$ cat src/rtl/game_act_pkg.sv
// Shared action encoding for the per-player sequencers: bit indices, timing classes,
// FSM states and the decode helpers used by the channel and the top level.
package game_act_pkg;

  localparam int ACT_BITS      = 10;
  localparam int ACT_MOVE      = 0;
  localparam int ACT_GUARD     = 1;
  localparam int ACT_LPUNCH    = 2;
  localparam int ACT_HPUNCH    = 3;
  localparam int ACT_LKICK     = 4;
  localparam int ACT_HKICK     = 5;
  localparam int ACT_JUMP      = 6;
  localparam int ACT_HIT       = 7;
  localparam int ACT_SKILL     = 8;
  localparam int ACT_SKILL_HIT = 9;

  typedef enum logic [2:0] {CLS_NONE, CLS_SHORT, CLS_LONG, CLS_SKILL, CLS_CONT} cls_e;
  typedef enum logic [1:0] {ST_IDLE, ST_ACTIVE, ST_RECOVER} st_e;

  function automatic logic onehot_legal(input logic [ACT_BITS-1:0] code);
    return (code != '0) && ((code & (code - ACT_BITS'(1))) == '0);
  endfunction

  // A hit has no intrinsic class; the caller resolves it from the opponent.
  function automatic cls_e code_to_class(input logic [ACT_BITS-1:0] code);
    cls_e c;
    c = CLS_NONE;
    if (onehot_legal(code)) begin
      if (code[ACT_LPUNCH] || code[ACT_LKICK])
        c = CLS_SHORT;
      else if (code[ACT_HPUNCH] || code[ACT_HKICK])
        c = CLS_LONG;
      else if (code[ACT_SKILL] || code[ACT_SKILL_HIT])
        c = CLS_SKILL;
      else if (code[ACT_MOVE] || code[ACT_GUARD] || code[ACT_JUMP])
        c = CLS_CONT;
    end
    return c;
  endfunction

  function automatic bit timing_ok(input longint len, input longint total, input int cnt_w);
    return (len >= 1) && (total > len) && ((total >> cnt_w) == 0);
  endfunction

endpackage

$ cat src/rtl/action_channel.sv
// One player's animate/recover/idle sequencer; all outputs come from registered state,
// the class output is the only combinational path and feeds the opponent's start logic.
module action_channel
  import game_act_pkg::*;
#(
  parameter int CNT_W       = 26,
  parameter int SHORT_LEN   = 3_200_000,
  parameter int SHORT_TOTAL = 4_800_000,
  parameter int LONG_LEN    = 4_800_000,
  parameter int LONG_TOTAL  = 6_400_000,
  parameter int SKILL_LEN   = 8_000_000,
  parameter int SKILL_TOTAL = 9_600_000
) (
  input  logic                clk,
  input  logic                rst_n,
  input  logic [ACT_BITS-1:0] code,
  input  logic                valid,
  input  cls_e                opp_cls,
  input  logic                gait_on,
  output logic [ACT_BITS-1:0] video,
  output logic                busy,
  output logic                done,
  output cls_e                cls
);

  st_e                 state;
  logic [CNT_W-1:0]    cnt;
  logic [ACT_BITS-1:0] code_lat;
  logic [ACT_BITS-1:0] code_q;
  cls_e                cls_lat;
  logic                done_r;

  cls_e             in_cls;
  cls_e             start_cls;
  logic             start_ok;
  logic             preempt;
  logic [CNT_W-1:0] len_cur;
  logic [CNT_W-1:0] total_cur;

  function automatic logic [CNT_W-1:0] len_of(input cls_e c);
    case (c)
      CLS_SHORT: len_of = CNT_W'(SHORT_LEN);
      CLS_LONG:  len_of = CNT_W'(LONG_LEN);
      CLS_SKILL: len_of = CNT_W'(SKILL_LEN);
      default:   len_of = '0;
    endcase
  endfunction

  function automatic logic [CNT_W-1:0] total_of(input cls_e c);
    case (c)
      CLS_SHORT: total_of = CNT_W'(SHORT_TOTAL);
      CLS_LONG:  total_of = CNT_W'(LONG_TOTAL);
      CLS_SKILL: total_of = CNT_W'(SKILL_TOTAL);
      default:   total_of = '0;
    endcase
  endfunction

  always_comb begin
    in_cls    = code_to_class(code);
    start_cls = in_cls;
    // A hit borrows the opponent's punch/kick timing; anything else cancels it.
    if (onehot_legal(code) && code[ACT_HIT])
      start_cls = (opp_cls == CLS_SHORT || opp_cls == CLS_LONG) ? opp_cls : CLS_NONE;
    start_ok  = valid && (start_cls == CLS_SHORT || start_cls == CLS_LONG ||
                          start_cls == CLS_SKILL);
    preempt   = valid && onehot_legal(code) && code[ACT_SKILL_HIT] &&
                !code_lat[ACT_SKILL] && !code_lat[ACT_SKILL_HIT];
    len_cur   = len_of(cls_lat);
    total_cur = total_of(cls_lat);
  end

  always_ff @(posedge clk or negedge rst_n) begin
    if (!rst_n) begin
      state    <= ST_IDLE;
      cnt      <= '0;
      code_lat <= '0;
      cls_lat  <= CLS_NONE;
      code_q   <= '0;
      done_r   <= 1'b0;
    end else begin
      code_q <= code;
      done_r <= 1'b0;
      case (state)
        ST_IDLE: begin
          if (start_ok) begin
            state    <= ST_ACTIVE;
            cnt      <= CNT_W'(1);
            code_lat <= code;
            cls_lat  <= start_cls;
          end
        end
        ST_ACTIVE, ST_RECOVER: begin
          if (preempt) begin
            state    <= ST_ACTIVE;
            cnt      <= CNT_W'(1);
            code_lat <= code;
            cls_lat  <= CLS_SKILL;
          end else if (state == ST_ACTIVE && cnt == len_cur) begin
            state <= ST_RECOVER;
            cnt   <= cnt + CNT_W'(1);
          end else if (state == ST_RECOVER && cnt == total_cur) begin
            state    <= ST_IDLE;
            cnt      <= '0;
            code_lat <= '0;
            cls_lat  <= CLS_NONE;
            done_r   <= 1'b1;
          end else begin
            cnt <= cnt + CNT_W'(1);
          end
        end
        default: state <= ST_IDLE;
      endcase
    end
  end

  assign busy = (state != ST_IDLE);
  assign done = done_r;
  assign cls  = busy ? cls_lat : in_cls;

  always_comb begin
    video = '0;
    case (state)
      ST_ACTIVE: video = code_lat;
      ST_IDLE: begin
        if (onehot_legal(code_q)) begin
          video[ACT_MOVE]  = code_q[ACT_MOVE] & gait_on;
          video[ACT_GUARD] = code_q[ACT_GUARD];
          video[ACT_JUMP]  = code_q[ACT_JUMP];
        end
      end
      default: video = '0;
    endcase
  end

endmodule

$ cat src/rtl/action_timer_array.sv
// Per-player action timers: shared gait counter, opponent-class crossbar (p^1)
// and one action_channel per player.
module action_timer_array
  import game_act_pkg::*;
#(
  parameter int NUM_PLAYERS = 2,
  parameter int ACT_W       = 10,
  parameter int CNT_W       = 26,
  parameter int SHORT_LEN   = 3_200_000,
  parameter int SHORT_TOTAL = 4_800_000,
  parameter int LONG_LEN    = 4_800_000,
  parameter int LONG_TOTAL  = 6_400_000,
  parameter int SKILL_LEN   = 8_000_000,
  parameter int SKILL_TOTAL = 9_600_000,
  parameter int MOVE_LEN    = 2_000_000,
  parameter int MOVE_TOTAL  = 4_000_000
) (
  input  logic                         clk,
  input  logic                         RSTn,
  input  logic [NUM_PLAYERS*ACT_W-1:0] act_code,
  input  logic [NUM_PLAYERS-1:0]       act_valid,
  output logic [NUM_PLAYERS*ACT_W-1:0] video_signal,
  output logic [NUM_PLAYERS-1:0]       busy,
  output logic [NUM_PLAYERS-1:0]       done
);

  if (NUM_PLAYERS < 2 || (NUM_PLAYERS % 2) != 0) begin : g_bad_players
    $error("action_timer_array: NUM_PLAYERS must be even and non-zero");
  end
  if (ACT_W != ACT_BITS) begin : g_bad_act_w
    $error("action_timer_array: ACT_W must match the action encoding width");
  end
  if (!timing_ok(SHORT_LEN, SHORT_TOTAL, CNT_W) || !timing_ok(LONG_LEN, LONG_TOTAL, CNT_W) ||
      !timing_ok(SKILL_LEN, SKILL_TOTAL, CNT_W) || !timing_ok(MOVE_LEN, MOVE_TOTAL, CNT_W))
  begin : g_bad_timing
    $error("action_timer_array: need 1 <= LEN < TOTAL < 2**CNT_W for every class");
  end

  logic [CNT_W-1:0] gait_cnt;
  logic             gait_on;
  cls_e             cls [NUM_PLAYERS];

  always_ff @(posedge clk or negedge RSTn) begin
    if (!RSTn)
      gait_cnt <= '0;
    else if (gait_cnt == CNT_W'(MOVE_TOTAL - 1))
      gait_cnt <= '0;
    else
      gait_cnt <= gait_cnt + CNT_W'(1);
  end

  assign gait_on = (gait_cnt < CNT_W'(MOVE_LEN));

  for (genvar p = 0; p < NUM_PLAYERS; p++) begin : g_player
    action_channel #(
      .CNT_W      (CNT_W),
      .SHORT_LEN  (SHORT_LEN),
      .SHORT_TOTAL(SHORT_TOTAL),
      .LONG_LEN   (LONG_LEN),
      .LONG_TOTAL (LONG_TOTAL),
      .SKILL_LEN  (SKILL_LEN),
      .SKILL_TOTAL(SKILL_TOTAL)
    ) u_channel (
      .clk    (clk),
      .rst_n  (RSTn),
      .code   (act_code[p*ACT_W +: ACT_W]),
      .valid  (act_valid[p]),
      .opp_cls(cls[p ^ 1]),
      .gait_on(gait_on),
      .video  (video_signal[p*ACT_W +: ACT_W]),
      .busy   (busy[p]),
      .done   (done[p]),
      .cls    (cls[p])
    );
  end

endmodule

$ cat config.mk
export PLATFORM = sky130hd
export DESIGN_NAME = action_timer_array
export DESIGN_NICKNAME = d
export VERILOG_FILES = /design/src/rtl/game_act_pkg.sv /design/src/rtl/action_channel.sv /design/src/rtl/action_timer_array.sv
export SDC_FILE = /design/constraint.sdc
export NUM_CORES = 1
export LEC_CHECK = 0
export ABC_AREA = 1
export CAP_MARGIN = 5
export CORE_ASPECT_RATIO = 0.75
export CORE_MARGIN = 3
export CORE_UTILIZATION = 40
export DETAILED_ROUTE_END_ITERATION = 7
export HOLD_SLACK_MARGIN = 0.03
export SYNTH_ARGS = -nofsm -noshare
export SYNTH_HDL_FRONTEND = slang
export SYNTH_SLANG_ARGS = --single-unit
$ cat constraint.sdc
create_clock -name clk -period 2.3 [get_ports clk]
set_input_delay 0.46 -clock clk [delete_from_list [all_inputs] [get_ports clk]]
set_output_delay 0.46 -clock clk [all_outputs]
set_load 0.05 [all_outputs]
==> out/metrics.yaml, run 1 <==
end_kind: "output pin"
slew_headroom_pct: 50.52
layout-drive-gt1-share_pct: 35.93
fin_cells: 2059
start_kind: "flip-flop"
maxCapViolCount: 0
synth_top_area_share_pct: 33.66
layout_commonest_cell: "nand2_1"
synthFlopType: "dfrtp_1"
ant_nets: 0
violations: "negative setup slack"
gp_congestion: 0.9555
dp_cells: 1954
fin_util_pct: 62.61
sw_frac_of_total_pct: 42.39
htreeDepth: 4
path_clk_slew_ps: 60
root_buffer: "clkbuf_16"
netlist_instances: 1441
avgSynthCellArea_um2: 6.708
drc: 0
p_comb_share_pct: 54.2
grt_max_degree: 61
setup_viol: 36
grt.total_usage_pct: 25.09
total_power_w: 0.01234
clock.fmax_ghz: 0.3671
synth.ff_latch_count: 130
drtPass1Iterations: 5
synth.distinct_cells: 55
antenna_found_initial: 0
fin_crit_ps: 2724
wl_per_cell_um: 16.31
fillCellCount: 2012
seqPwrFrac_pct: 22.3
finalCritPeriodShare_pct: 118.4
cts_made_buffers: 17
dpl.hpwl_um: 23470
internal_power_w: 0.007112
slew_viol_final: 0
area_delta_synth_final_pct: 51.34
hp-class: "in -> reg"
viasPerCell: 5.279
multi_input_area_um2: 6689
clkSinkCount: 130
power.density_nw_per_um2: 843.9
seqCellArea_um2: 3259
tritoncts: "done"
worstPathRequired_ps: 1840
synth-seq-area-share_pct: 33.66
die_area_um2: 26080
drtIter0Drc: 1041
synthArstFlopShare_pct: 100.0
peakVddDrop_v: 0.0006721
die_width_um: 185.5
clk_path_buf_depth: 2
initial_core_util_pct: 41.37
path_max_fanout: 4
syn-num-nets: 1478
layout_common_cells: "nand2_1, buf_4, inv_1"
p_switching_w: 0.005233
clock_latency_ps: 440
synthTopCellsByArea: "dfrtp_1, nand2_1, nand3_1, inv_1, nor2_1"
grt_first_pass_wirelength_um: 52130
num_vias: 10870
wirelength_um: 33580
core_um2: 23360
yosysWarningCount: 0
skew_ps: 9.837
synth_edf_count: 0
rows: 48
hold_viol: 0
grt_pass1_vias: 10090
setup_slack_ps: -424.3
path_class: "reg -> out"
power.leakage_nw: 7.117
status: "finished with violations"
p_clk_share_pct: 23.5
crit_arrival_ps: 2260
worst_slew_pin_slew_ps: 735.4
finalSetupTns_ps: -3347
grt.overflow.total: 0
io_pins: 48
fin_nets: 1783
synth_top_cell_by_area: "dfrtp_1"
die_h_um: 140.6
syn_area_um2: 9666
rsz0062_at_grt: "true"
portBuffers: 47
antennaDiodeCount: 0
area by class of cell:
type | instances | area share, %
clock buffers | 18 | 2.934
clock inverters | 14 | 1.292
multi-input cells | 1089 | 45.73
flip-flops and latches | 130 | 22.28
inverters | 180 | 4.833
well taps | 300 | 2.566
repair buffers | 328 | 20.37
worst max-delay path: stages (launching register included):
cell and delay (ps):
dfrtp_1 390, nor2_2 140, nand3_2 130, maj3_2 350
nor3_4 120, o211ai_1 180, o31ai_2 330, buf_12 180
final timing paths:
path                                                        from                          endpoint  slack [ps]  cells past startpoint
worst max register to register  g_player[1].u_channel.cls_lat[2]     g_player[1].u_channel.cnt[18]         -80                     15
min in group asynchronous                                   RSTn      g_player[0].u_channel.cnt[4]         510                      2
worst min register to register                       gait_cnt[0]                       gait_cnt[0]         470                      1
max in group asynchronous                                   RSTn  g_player[1].u_channel.cls_lat[1]        1100                      3
worst min-delay path                                 act_code[5]   g_player[0].u_channel.code_q[5]         220                      1
worst max-delay path             g_player[1].u_channel.code_q[1]                  video_signal[16]        -420                      7
power by group through the flow:
stage | clock network [W] | registers (W) | logic [W]
after CTS | 0.00295 | 0.00273 | 0.00555
after global placement | 0 | 0.00276 | 0.00503
after global routing | 0.00306 | 0.00278 | 0.00717
final | 0.00290 | 0.00275 | 0.00669
after floorplan | 0 | 0.00272 | 0.00299
after detailed placement | 0 | 0.00277 | 0.00505
synth_stat cells (all sizes together) (2+ instances only):
cell type  instances
clkbuf            24
a211oi             3
or2                4
nand3            157
nand2            434
xor2              49
a21oi             31
nand4             39
o211ai             4
o2111a             2
o31ai              6
nor3              47
ha                13
nor4              20
a221oi             2
a31oi              4
o21ai             61
xnor2              5
dfrtp            130
buf               23
inv              177
clkinv             3
nand3b             3
nor2             177
nor3b             13
timing repair:
action | in CTS | in global routing
pin swaps | 36 | 138
setup buffers | 24 | 43
hold buffers | 1 | 0
endpoints found under the hold margin | 37 | 0
resized for setup | 118 | 282
gates cloned | 5 | 6
endpoints found under the setup margin | 90 | 97
stage by stage:
step	hold WS [ps]	area [um^2]	setup WS [ps]
floorplan	164.4	9684	-196.0
finish	222.8	14630	-424.3
global placement	404.6	12150	-873.5
CTS	358.8	13380	-438.4
global route	207.6	14630	-557.6
detailed placement	408.6	12150	-896.5
routing by layer:
layer	track usage, %	up-vias	share of wire, %
met2	35.78	410	42
met4	5.288	0	1.2
met1	38.44	5139	48
li1	-	5289	-
met5	0	-	0
met3	5.984	32	8.2
sequential cells by signal, summed over array words and instances, names as in the netlist:
name and count:
g_player.u_channel.code_q 20, g_player.u_channel.cnt 52, g_player.u_channel.state 4, g_player.u_channel.cls_lat 6
g_player.u_channel.code_lat 20, g_player.u_channel.done 2, gait_cnt 26
kinds of logic after synthesis:
family	synth area share, %
AOI/OAI and AO/OA	7.107
adders and majority gates	1.786
buffers and inverters	9.709
xor gates and xnor gates	5.048
DFF	33.66
and+or+nand+nor	42.69
(Power assumes the default switching activity.)
==> run 2, diff against run 1 <==
ABC_CLOCK_PERIOD_IN_PS = 2300   (was not set)
SKIP_LAST_GASP = 1   (was not set)
==> out/metrics.yaml, run 2 (synthesis results as in run 1) <==
status: "finished with violations"
violations: "negative setup slack"
largest_reg_flops: 52  # unchanged
drc: 0  # unchanged
crit_buf_inv: 1  # unchanged
r2r_cells: 15  # unchanged
initial_core_util_pct: 41.37  # unchanged
crit_end: "video_signal[16]"
drtPass1Iterations: 6  # +1
placed_area_um2: 12150  # unchanged
rsz0062_at_grt: "true"
grt.overflow.total: 0  # unchanged
path_max_fanout: 4  # unchanged
fin_nets: 1789  # +0.34%
clock_latency_ps: 440  # about the same
die_h_um: 140.6  # unchanged
setup_slack_ps: -428.1  # -3.766 ps
worst_slew_pin_slew_ps: 664.9  # -70.52 ps
start_kind: "flip-flop"
grt_pass1_vias: 10060  # -0.31%
portBuffers: 47  # unchanged
maxCapViolCount: 0  # unchanged
die_width_um: 185.5  # unchanged
met1_usage_pct: 38.54  # +0.098 points
finish.instance_area_um2: 14600  # -0.19%
multi_input_area_um2: 6609  # -1.2%
setup_viol: 41  # +14%
tritoncts: "done"
antenna_found_initial: 0  # unchanged
reg2reg_slack_ps: -140  # -60 ps
clock.fmax_ghz: 0.3666  # -0.14%
fin_cells: 2065  # +0.29%
slew_headroom_pct: 55.57  # +5.0 points
use_met2_pct: 35.65  # -0.14 points
cp_slowest_cell: "dfrtp_1"
clk_path_buf_depth: 2  # unchanged
top_regs: "g_player.u_channel.cnt (52), gait_cnt (26)"
pre_cts_slack_ps: -896.5  # unchanged
rows: 48  # unchanged
slew_viol_final: 0  # unchanged
layout-drive-gt1-share_pct: 34.84  # -1.1 points
gp_congestion: 0.9555  # unchanged
path_cells: "nor2_2 > nand3_2 > maj3_2 > nor3_4 > o211ai_1 > o31ai_2 > buf_12"
cp_num_cells: 7  # unchanged
hold_viol: 0  # unchanged
crit_arrival_ps: 2270  # about the same
path_class: "reg -> out"
cp_top_family: "compound AO/OA/AOI/OAI gates"
ant_nets: 0  # unchanged
clkSinkCount: 130  # unchanged
grtUsageMet3_pct: 5.726  # -0.26 points
drtIter0Drc: 1034  # -0.67%
worstPathRequired_ps: 1840  # about the same
path_clk_slew_ps: 60  # about the same
end_kind: "output pin"
skew_ps: 7.832  # -2.005 ps
r2r_start: "g_player[1].u_channel.cls_lat[2]"
root_buffer: "clkbuf_16"
regMostFlops: "g_player.u_channel.cnt"
grt_first_pass_wirelength_um: 51960  # -0.32%
wl_per_cell_um: 16.38  # +0.42%
busiest_layer: "met1"
fin_crit_ps: 2728  # +3.766 ps
area_delta_synth_final_pct: 51.06
num_vias: 11010  # +1.3%
seqCellArea_um2: 3259  # unchanged
io_pins: 48  # unchanged
power.density_nw_per_um2: 839.3  # -0.55%
viasPerCell: 5.330  # +0.97%
cts_made_buffers: 17  # unchanged
htreeDepth: 4  # unchanged
hp-class: "in -> reg"
grt_max_degree: 61  # unchanged
dpl.hpwl_um: 23470  # unchanged
peakVddDrop_v: 0.0006717  # about the same
startpoint: "g_player[1].u_channel.code_q[1]"
power.leakage_nw: 7.142  # +0.35%
layout_commonest_cell: "nand2_1"
fillCellCount: 2026  # +0.70%
cp_slowest_stage_delay_ps: 390  # about the same
wirelength_um: 33820  # +0.71%
antennaDiodeCount: 0  # unchanged
grt.total_usage_pct: 25.03  # -0.060 points
die_area_um2: 26080  # unchanged
finalCritPeriodShare_pct: 118.6  # +0.16 points
r2r_end: "g_player[1].u_channel.cnt[18]"
dp_cells: 1954  # unchanged
core_um2: 23360  # unchanged
layout_common_cells: "nand2_1, buf_4, inv_1"
==> run 2: cell types whose count changed in the layout (fill, tap and decap cells not counted), moves of 4 or more <==
cell      delta
nand3_2     -14
nand2_1      +7
nand3_1     +14
buf_4        +4
clkbuf_2     -4
nand2_2      -6
==> run 2: worst reg2reg max path, stage by stage (launching register included) <==
cell     delay [ps]
dfrtp_2         440
buf_6           130
nor2_4          150
nand2_8         100
xor2_2          190
nor2_1          120
nand3_1         100
nor3_2          250
nand4_4         190
nand3_4         140
nand2_4          80
buf_12          130
buf_12          150
nor3_4          100
nand2_1          60
nand2_1          50
==> run 2: layout make-up <==
cell class / instances / share of cell area (%)
multi-input combinational: 1091 / 45.27
inverter: 180 / 4.825
sequential: 130 / 22.32
clock buffer: 18 / 2.939
tap: 300 / 2.571
timing repair buffer: 332 / 20.78
clock inverter: 14 / 1.294
==> run 2: how the worst min path moves through the flow <==
stage	start	endpoint	slack, ps	cells after the start
2_1_floorplan	RSTn	g_player[0].u_channel.cls_lat[0]	160	0
3_3_place_gp	RSTn	g_player[0].u_channel.cnt[5]	400	1
3_5_place_dp	RSTn	g_player[0].u_channel.cnt[4]	410	1
4_1_cts	act_code[2]	g_player[0].u_channel.code_q[2]	360	1
5_1_grt	act_code[6]	g_player[0].u_channel.code_q[6]	210	1
6_report	act_code[5]	g_player[0].u_channel.code_q[5]	220	1
==> run 2: routing by layer <==
layer	up-vias	wire length (um)
met5	-	0
met4	0	406
met3	32	2768
met2	402	14200
met1	5271	16440
li1	5302	-
==> run 2: through the flow <==
stage	util [%]	power [W]	hold WS, ps	TNS (ps)
5_1_grt	62.49	0.01292	207.6	-13550
3_3_place_gp	52.02	0.007791	404.6	-59690
6_report	62.49	0.01225	218.2	-5172
4_1_cts	57.12	0.01118	358.8	-2900
2_1_floorplan	-	0.005710	164.4	-752.4
3_5_place_dp	52.02	0.007816	408.6	-59500
==> run 2: report_power, final <==
part / switching, W / internal, W / total, W
sequential: 0.000214 / 0.00254 / 0.00276
combinational: 0.00386 / 0.00274 / 0.00660
clock: 0.00109 / 0.00181 / 0.00290
total: 0.00517 / 0.00709 / 0.0123
==> run 2: what timing repair did <==
item / 4_1_cts / 5_1_grt
buffers inserted: 24 / 52
gates cloned: 5 / 8
resized for setup: 108 / 269
hold buffers: 1 / 0
endpoints found under the setup margin: 90 / 97
pin swaps: 35 / 126
hold endpoints to repair: 37 / 0
